File: config.mk
export PLATFORM = sky130hd
export DESIGN_NAME = line_select_decoder
export DESIGN_NICKNAME = d
export VERILOG_FILES = /design/src/rtl/line_sel_pkg.sv /design/src/rtl/line_select_decoder_onehot_n_decode.sv /design/src/rtl/line_select_decoder.sv
export SDC_FILE = /design/constraint.sdc
export NUM_CORES = 1
export LEC_CHECK = 0
export BUFFER_PORTS_ARGS = -buffer_cell sky130_fd_sc_hd__buf_4
export CORE_MARGIN = 3
export CORE_UTILIZATION = 59
export CTS_CLUSTER_DIAMETER = 120
export DETAILED_ROUTE_END_ITERATION = 8
export MAX_ROUTING_LAYER = met4
export PLACE_DENSITY = 0.88
export SETUP_SLACK_MARGIN = 0.5
export SLEW_MARGIN = 20
export SYNTH_ARGS = -nofsm -noshare
export SYNTH_HDL_FRONTEND = slang
export SYNTH_HIERARCHICAL = 1
export SYNTH_SLANG_ARGS = --single-unit
File: constraint.sdc
create_clock -name clk -period 4 [get_ports clk]
set_clock_uncertainty 0.15 [all_clocks]
set_input_delay 0.8 -clock clk [delete_from_list [all_inputs] [get_ports clk]]
set_output_delay 0.8 -clock clk [all_outputs]
set_load 0.05 [all_outputs]
File: src/rtl/line_sel_pkg.sv
// Shared types and constants for the line select decoder.
// State encoding, default geometry and the idle bus value.
package line_sel_pkg;

  localparam int ADDR_W_DEF = 4;
  localparam int LINES_DEF  = 16;

  localparam logic [LINES_DEF-1:0] IDLE_BUS = '1;

  typedef enum logic [1:0] {
    IDLE      = 2'd0,
    HOLD      = 2'd1,
    SCAN_HOLD = 2'd2
  } state_e;

endpackage

File: src/rtl/line_select_decoder_onehot_n_decode.sv
// Combinational active-low one-hot decoder with enable.
// All lines read high when disabled.
module onehot_n_decode #(
  parameter int ADDR_W = 4,
  parameter int LINES  = 16
) (
  input  logic              en_i,
  input  logic [ADDR_W-1:0] addr_i,
  output logic [LINES-1:0]  d_n_o
);

  always_comb begin
    d_n_o = '1;
    for (int i = 0; i < LINES; i++) begin
      if (en_i && addr_i == ADDR_W'(i)) begin
        d_n_o[i] = 1'b0;
      end
    end
  end

endmodule

File: src/rtl/line_select_decoder.sv
// Address-to-line active-low select with timed hold and scan mode.
// Outputs are registered one cycle behind the control state.
module line_select_decoder
  import line_sel_pkg::*;
#(
  parameter int ADDR_W   = ADDR_W_DEF,
  parameter int LINES    = LINES_DEF,
  parameter int HOLD_CYC = 4
) (
  input  logic              clk,
  input  logic              rst_n,
  input  logic [ADDR_W-1:0] addr_in,
  input  logic              addr_valid,
  output logic              addr_ready,
  input  logic              c,
  input  logic              s,
  output logic [LINES-1:0]  d_n,
  output logic [ADDR_W-1:0] address,
  output logic              busy,
  output logic              done
);

  localparam logic [7:0] LAST = 8'(HOLD_CYC - 1);

  state_e            state_q, state_d;
  logic [7:0]        cnt_q, cnt_d;
  logic [ADDR_W-1:0] ptr_q, ptr_d;
  logic [ADDR_W-1:0] addr_q, addr_d;
  logic [LINES-1:0]  d_n_q, d_n_d;
  logic [ADDR_W-1:0] address_q, address_d;
  logic              busy_q, busy_d;
  logic              done_q, done_d;
  logic              rdy_q, rdy_d;
  logic              accept;
  logic              last;
  logic [ADDR_W-1:0] line;

  // s and c both block a transfer in the cycle they are seen
  assign addr_ready = rdy_q & ~s & ~c;
  assign accept     = addr_ready & addr_valid;
  assign last       = (cnt_q == LAST);
  assign line       = (state_q == SCAN_HOLD) ? ptr_q : addr_q;

  always_comb begin
    state_d = state_q;
    cnt_d   = cnt_q;
    ptr_d   = ptr_q;
    addr_d  = addr_q;
    if (c) begin
      state_d = IDLE;
      cnt_d   = '0;
      ptr_d   = '0;
    end else begin
      unique case (state_q)
        IDLE: begin
          if (s) begin
            state_d = SCAN_HOLD;
            ptr_d   = '0;
            cnt_d   = '0;
          end else if (accept) begin
            state_d = HOLD;
            addr_d  = addr_in;
            cnt_d   = '0;
          end
        end
        HOLD: begin
          if (last) begin
            state_d = IDLE;
            cnt_d   = '0;
          end else begin
            cnt_d = cnt_q + 8'd1;
          end
        end
        SCAN_HOLD: begin
          if (last) begin
            cnt_d = '0;
            ptr_d = ptr_q + ADDR_W'(1);
            if (!s) state_d = IDLE;
          end else begin
            cnt_d = cnt_q + 8'd1;
          end
        end
        default: begin
          state_d = IDLE;
          cnt_d   = '0;
        end
      endcase
    end
  end

  always_comb begin
    busy_d    = ~c & (state_q != IDLE);
    done_d    = busy_d & last;
    rdy_d     = (state_q == IDLE) & (state_d == IDLE);
    address_d = busy_d ? line : address_q;
  end

  onehot_n_decode #(
    .ADDR_W (ADDR_W),
    .LINES  (LINES)
  ) u_dec (
    .en_i   (busy_d),
    .addr_i (line),
    .d_n_o  (d_n_d)
  );

  always_ff @(posedge clk or negedge rst_n) begin
    if (!rst_n) begin
      state_q   <= IDLE;
      cnt_q     <= '0;
      ptr_q     <= '0;
      addr_q    <= '0;
      d_n_q     <= '1;
      address_q <= '0;
      busy_q    <= 1'b0;
      done_q    <= 1'b0;
      rdy_q     <= 1'b0;
    end else begin
      state_q   <= state_d;
      cnt_q     <= cnt_d;
      ptr_q     <= ptr_d;
      addr_q    <= addr_d;
      d_n_q     <= d_n_d;
      address_q <= address_d;
      busy_q    <= busy_d;
      done_q    <= done_d;
      rdy_q     <= rdy_d;
    end
  end

  assign d_n     = d_n_q;
  assign address = address_q;
  assign busy    = busy_q;
  assign done    = done_q;

endmodule

# Yosys cells after proc, flatten, opt, wreduce, memory -nomap -nowiden
# Cells that the tools add are included.
totals:
  in_bits: 9
  reg_bits: 41
classes:
  n_reduce_logical: 24
  addsub: 2
  eq_ne: 21
  n_bitwise: 8
  muxes: 33
ops:
  columns: ["operator", "n"]
  rows:
  - ["== test 4 bit (second input constant)", 8]
  - ["2-to-1 mux 8 bit", 4]
  - ["== test 4 x 3 -> 1 bit (second input constant)", 4]
  - ["logical AND 1 bit", 16]
  - ["2-to-1 mux 1 bit", 16]
  - ["2-to-1 mux 4 bit", 4]
  - ["one-hot mux 8 bit (2 select lines)", 1]
  - ["2-to-1 mux 2 bit", 6]
  - ["adder 8 x 1 -> 8 bit (second input constant)", 1]
  - ["== test 4 x 2 -> 1 bit (second input constant)", 2]
  - ["== test 8 x 2 -> 1 bit (second input constant)", 1]
  - ["one-hot mux 4 bit (2 select lines)", 1]
  - ["bitwise AND 1 bit", 6]
  - ["!= test 3 bit (second input constant)", 2]
  - ["one-hot mux 2 bit (3 select lines)", 1]
  - ["adder 4 x 1 -> 4 bit (second input constant)", 1]
  - ["== test 4 x 1 -> 1 bit (second input constant)", 1]
  - ["logical NOT 2 bit", 2]
  - ["logical NOT 4 bit", 1]
  - ["!= test 4 bit (second input constant)", 1]
  - ["AND reduction 4 bit", 1]
  - ["AND reduction 3 bit", 1]
  - ["nonzero test 3 bit", 1]
  - ["== test 2 x 1 -> 1 bit (second input constant)", 1]
  - ["other kinds (4)", 5]

# Logic depth before layout (Yosys ltp)
# Gate-level depths: netlist of the first run.
depth:
  word_depth: 10
  depth_mapped: 7
  depth_no_buf: 6

# Cells and area by module
# Netlist of the first run, hierarchy kept.
modules_own_cells:
  columns: ["module", "cells_per_inst", "instances", "seq_area_each_um2", "area_each_um2"]
  rows:
  - ["line_select_decoder", 158, 1, 1046.0, 1800.5]
  - ["onehot_n_decode", 26, 1, 0.0, 155.1]

# Worst setup path before layout of the first run
# Ideal clock, no wire load.
synth_path:
  path_type: "input to output"
  start: "in c"
  end: "out addr_ready"
  path_stages: 2
  path_slack_ns: 0.877
  arrival_ns: 2.173
  cell_sequence: "clkbuf_1 > nor3b_1"
synth_via:
  elab_chain_cells: 2
synth_rtl:
  columns: ["element", "line", "source"]
  rows:
  - ["start, declared", "line_select_decoder.sv:15", "input logic c,"]
  - ["NOT 1 bit (no source line)", null, null]
  - ["bitwise AND 1 bit", "line_select_decoder.sv:39", "assign addr_ready = rdy_q & ~s & ~c;"]
  - ["end, declared", "line_select_decoder.sv:14", "output logic addr_ready,"]
# No other way between the ends.

# Worst setup path after layout of the first run
layout_path:
  start: "reg state_q[0]"
  end: "reg ptr_q[3]"
layout_via:
  elab_chain_cells: 3
layout_rtl:
  columns: ["element", "line", "source"]
  rows:
  - ["start, declared", "line_select_decoder.sv:25", "state_e state_q, state_d;"]
  - ["start signal, assigned", "line_select_decoder.sv:119", "state_q <= state_d;"]
  - ["== test 2 bit or logical NOT 2 bit (tied branches)", "line_select_decoder.sv:54", "unique case (state_q)"]
  - ["!= test 3 bit (no source line), or another cell as far along", null, null]
  - ["AND reduction 3 bit (no source line) or 2-to-1 mux 4 bit (tied branches)", null, null]
  - ["end signal, assigned", "line_select_decoder.sv:121", "ptr_q <= ptr_d;"]
  - ["end, declared", "line_select_decoder.sv:27", "logic [ADDR_W-1:0] ptr_q, ptr_d;"]
# Several ways; a longest one is shown, not always the timed one.
# A chain may end at the register's enable or synchronous reset.

==> results of run 1 <==
[power by group]
part / leakage [nW] / switching (mW) / total [mW] / internal (mW)
registers: 0.501 / 0.0330 / 0.506 / 0.473
clock network: 0.0455 / 0.129 / 0.278 / 0.149
logic: 0.428 / 0.250 / 0.369 / 0.119
[worst max-delay path, cell delays in order, from the launching register on]
cell and delay, ps:
dfrtp_1 510, inv_1 110, ha_1 280, nor2b_1 210, or2_2 310, or4_1 520
a31oi_1 190
[registers in the layout, indices dropped and copies added, names as in the netlist]
signal,count
addr_q,4
done,1
cnt_q,8
d_n,16
ptr_q,4
address,4
state_q,2
busy,1
rdy_q,1
[synth_stat cells (all sizes together), types with 3 or more instances]
master,n,area [um^2]
nand2,28,113
dfrtp,25,626
dfstp,16,420
nand3,14,70.1
nor2,11,41.3
inv,9,33.8
a21oi,8,40.0
mux2,8,90.1
ha,6,75.1
xnor2,6,52.6
a31oi,5,31.3
nand4,4,25.0
nor3b,4,35.0
a211oi,3,22.5
clkbuf,3,11.3
o21ai,3,15.0
or4,3,22.5
[layer usage]
metal / track usage / up-vias / wire length (um)
li1: - / 715 / -
met1: 0.278 / 730 / 1620
met2: 0.374 / 59 / 2030
met3: 0.0570 / 14 / 222
met4: 0.0863 / 0 / 89
met5: - / - / 0
[path summary, 6_finish.rpt]
| path | endpoint | from | cells past startpoint |
|---|---|---|---|
| max in group asynchronous | d_n[12] | rst_n | 1 |
| worst min register to register | address[3] | address[3] | 2 |
| worst max-delay path | ptr_q[3] | state_q[0] | 6 |
| min in group clk | address[3] | address[3] | 2 |
| worst min-delay path | cnt_q[4] | rst_n | 1 |
| worst max register to register | ptr_q[3] | state_q[0] | 6 |
[layout make-up]
| cell class | instances | share of cell area |
|---|---|---|
| multi-input combinational | 130 | 0.371 |
| tap | 44 | 0.0238 |
| timing repair buffer | 31 | 0.101 |
| clock buffer | 7 | 0.0238 |
| clock inverter | 1 | 0.0130 |
| sequential | 41 | 0.453 |
| inverter | 9 | 0.0146 |
[through the flow]
stage / std cells / cell area, um^2
floorplan: 184 / 1960
global placement: 255 / 2220
detailed placement: 255 / 2220
CTS: 263 / 2310
global route: 263 / 2310
finish: 263 / 2310
[cells by family after synthesis]
| logic type | Yosys count |
|---|---|
| AND/OR/NAND/NOR | 82 |
| flip-flops | 41 |
| AO/OA/AOI/OAI | 28 |
| buffers and inverters | 13 |
| multiplexers | 8 |
| XOR/XNOR | 6 |
| adder cells (fa/ha/maj) | 6 |
==> out/qor.yml, run 1 <==
status:
  status: "finished, final reports clean"
placed_design:
  gp_congestion: 0.922
  hpwl_mm: 2.88
  post-place-ws_ps: 1640
  io_buffers: 31
worst_setup_path:
  path_class: "register to register"
  arrival_ps: 2490
  r2r_setup_slack_ps: 1640
  start_kind: "register"
  endpoint_kind: "register"
  crit_required_ps: 4130
  path_max_fanout: 8
logic_synthesis:
  synth_seq_cells: 41
  muxShareOfSynthArea: 0.0461
  synth_cell_type_count: 42
  yosys.area_share.simple: 0.232
  synth_fa_ha_area_frac: 0.0384
  syn_nets: 199
  ys_seq_area_frac: 0.535
  synth_compound_area_frac: 0.0953
  synth.cell_area_mm2: 0.00196
  ys_async_sr_fraction: 1.00
  synth_xor_area_frac: 0.0269
  yosys_most_used_dff: "dfrtp_1"
  yosys_warnings: 6
  synth_top_family_by_area: "simple AND/OR/NAND/NOR gates"
  syn_inst: 184
  synth_edf_count: 0
  syn_area_per_cell_um2: 10.6
layout:
  drive_gt1_frac: 0.329
  area_growth_pct: 18.1
  seqCellArea_mm2: 0.00105
  final_cell_mix: "buf_4 (31), nand2_1 (27), dfrtp_1 (25)"
  utilization: 0.744
  multi_input_area_um2: 857
  fill_cells: 222
  antenna_cells: 0
  nNetsFinal: 233
  final_common_cell: "buf_4"
global_routing:
  overflow: 0
  gr-usage-all-layers: 0.230
  grt_pass1_wl_mm: 7.00
  grt_max_degree: 42
  grt_pass1_vias: 1506
  antenna_found_initial: 0
clock_network:
  clk_latency_ps: 350
  hold_buffers: 0
  cts_tree: "done"
  numCtsBuffers: 5
  post_cts_resized: 0
  clk_path_buf_depth: 2
  htreeDepth: 2
  cts_setup_buffers: 0
  clk_pin_slew_ps: 110
  cts_root_buf: "clkbuf_4"
  cts_sinks: 41
routing:
  wl_per_cell_um: 15.0
  vias: 1518
  drtAntennaViolNets: 0
  drt_iter0_markers: 82
  wirelength_mm: 3.96
  dr.pass1.iters: 4
  drc_errors: 0
  viasPerCell: 5.77
timing:
  layout_setup_ws_ps: 1640
  setup_viol: 0
  final_max_slew_viol_count: 0
  hold_viol_final: 0
  finalCritPeriodShare: 0.590
  min_period_ps: 2360
  rsz0062_at_grt: "no"
  slew_headroom: 0.575
  fmax_ghz: 0.424
  fin_tns_setup_ps: 0
  tightest_slew_ps: 634
  whs_ps: 250
power:
  finalPower_mw: 1.15
  p_leak_nw: 0.974
  power_density_mw_per_mm2: 499
  irDropWorstVdd_mv: 0.377
floorplan:
  ios: 32
  fp.coreArea_mm2: 0.00310
  chipHeight_um: 63.6
  die_w_um: 63.6
  dieArea_mm2: 0.00404
  start_util: 0.630
  row_count: 20
worst_hold_path:
  min_path_type: "primary input to asynchronous set/reset pin"
job:
  cap_violations: 0
No activity file was read; power rests on OpenSTA's default activity.
==> run 2, diff against run 1 <==
ABC_AREA = 1   (was not set)
CORE_UTILIZATION = 50   (was 59)
PLACE_DENSITY = 0.8   (was 0.88)
clock period = 2.15 ns   (was 4 ns; I/O delays follow)
==> run 2 against run 1 <==
Effect of this change:
- synthesized cell count up 18%
- global-route usage down 5.3 points
- wire length rose by 7.9%
- setup slack got worse by 1100 ps
- combinational power up 94%
- sequential power grew 79%
- non-clock buffer count grew 13
- power rose by 90%
- sequential share of layout area shrank 5.5 points
- maximum frequency increased by 44%
- largest cell class unchanged
- final cell count grew 19%
==> out/qor.yml, run 2 <==
status:
  status: "finished, final reports clean"
logic_synthesis:
  synth_most_common_cell: "nand2_1"
  synth_edf_count: 0
  synth.cell_area_mm2: 0.00197
  yosys.area.top_type_share: 0.318
  syn_inst: 217
  synth_area_leaders: "dfrtp_1 (32%), dfstp_2 (21%), nand2_1 (10%)"
  synth_cell_type_count: 26
  synth_commonest_cells: "nand2_1 (53), inv_1 (26), dfrtp_1 (25), nand3_1 (17), dfstp_2 (16)"
  yosys_warnings: 6
  yosys_most_used_dff: "dfrtp_1"
  syn_area_per_cell_um2: 9.08
  ys_async_sr_fraction: 1.00
  ys_seq_area_frac: 0.531
  syn_nets: 232
  synth_top_area_cell: "dfrtp_1"
  synth_seq_cells: 41
timing:
  finalCritPeriodShare: 0.764
  min_period_ps: 1640
  tightest_slew_ps: 485
  slew_headroom: 0.676
  final_max_slew_viol_count: 0
  fin_tns_setup_ps: 0
  rsz0062_at_grt: "yes"
  fmax_ghz: 0.609
  hold_viol_final: 0
  setup_viol: 0
  whs_ps: 201
layout:
  final_cell_mix: "nand2_1 (46), buf_4 (41), dfrtp_1 (24)"
  antenna_cells: 0
  utilization: 0.709
  fill_cells: 277
  seqCellArea_mm2: 0.00105
  multi_input_area_um2: 965
  final_common_cell: "nand2_1"
  largest_reg_flops: 16
  drive_gt1_frac: 0.474
  nNetsFinal: 280
  area_growth_pct: 33.8
power:
  finalPower_mw: 2.19
  p_leak_nw: 1.20
  irDropWorstVdd_mv: 0.494
  power_density_mw_per_mm2: 833
routing:
  vias: 1580
  drc_errors: 0
  drt_iter0_markers: 96
  drtAntennaViolNets: 0
  wirelength_mm: 4.27
  viasPerCell: 5.03
  wl_per_cell_um: 13.6
  dr.pass1.iters: 4
worst_setup_path:
  r2r_start: "state_q[0]"
  reg2reg_to: "rdy_q"
  start_kind: "register"
  crit_required_ps: 2180
  r2r_cells: 8
  r2r_setup_slack_ps: 510
  worstSetupStartpoint: "state_q[0]"
  endpoint_kind: "register"
  arrival_ps: 1670
  path_class: "register to register"
  path_max_fanout: 8
global_routing:
  grt_pass1_vias: 1380
  grt_pass1_wl_mm: 6.11
  grt_max_degree: 42
  gr-usage-all-layers: 0.178
  antenna_found_initial: 0
  overflow: 0
floorplan:
  chipHeight_um: 68.8
  start_util: 0.530
  ios: 32
  fp.coreArea_mm2: 0.00372
  dieArea_mm2: 0.00473
  row_count: 22
  die_w_um: 68.8
clock_network:
  cts_tree: "done"
  cts_root_buf: "clkbuf_8"
  clk_path_buf_depth: 2
  htreeDepth: 2
  cts_sinks: 41
  numCtsBuffers: 5
  clk_latency_ps: 290
  clk_pin_slew_ps: 80
placed_design:
  gp_congestion: 1.00
  hpwl_mm: 2.64
  io_buffers: 31
worst_hold_path:
  hp-start: "addr_in[3]"
  min_path_type: "primary input to register"
  holdPathStages: 3
  hold_end: "addr_q[3]"
job:
  cap_violations: 0
==> run 2: layer usage <==
layer / GRT usage / part of all wire / up-vias
met1: 0.247 / 0.45 / 746
met3: 0.0389 / 0.048 / 6
li1: - / - / 785
met4: 0.0438 / 0.012 / 0
met2: 0.267 / 0.49 / 43
met5: - / 0 / -
==> run 2: repair_timing <==
action | CTS | global route
hold endpoints to repair | 25 | 0
gates cloned | 0 | 1
endpoints found under the setup margin | 34 | 33
pin swaps | 2 | 14
hold buffers | 1 | 0
buffers inserted | 1 | 9
gates resized for setup | 12 | 40
==> run 2: through the flow <==
step | area [um^2] | worst slack [ps] | cells
6_report | 2640 | 508 | 314
5_1_grt | 2640 | 432 | 314
4_1_cts | 2410 | 506 | 304
3_5_place_dp | 2240 | 244 | 294
3_3_place_gp | 2240 | 294 | 294
2_1_floorplan | 1970 | 501 | 217
==> run 2: final cells by class <==
type,count,share of cell area
clock inverter,2,0.00570
clock buffer,6,0.0356
inverter,29,0.0432
multi-input combinational,144,0.366
sequential,41,0.397
tap,48,0.0228
timing repair buffer,44,0.129
==> run 2: worst max-delay path: stages, from the launching register on <==
cell      delay, ps
dfrtp_1         400
inv_2           130
ha_4            230
buf_6           140
nand2_2          60
nand3_2         100
nand3_2          80
a21boi_2        190
nor2_1           60
==> run 2: how the worst max path moves through the flow <==
stage | end | cells past startpoint
after floorplan | d_n[3] | 8
after global placement | d_n[3] | 7
after detailed placement | d_n[5] | 7
after CTS | rdy_q | 8
after global routing | cnt_q[2] | 8
final | rdy_q | 8
==> run 2: power by group <==
part | switching [mW] | leakage [nW] | internal [mW]
registers | 0.0457 | 0.497 | 0.860
logic | 0.484 | 0.648 | 0.233
clock network | 0.269 | 0.0569 | 0.302
total | 0.799 | 1.20 | 1.39
==> run 2: logic make-up after synthesis <==
group                      share of synthesized area
AOI/OAI and AO/OA                             0.0578
muxes                                         0.0229
buffers and inverters                         0.0762
DFF                                            0.531
adders and majority gates                     0.0381
and+or+nand+nor                                0.265
xor gates and xnor gates                     0.00890
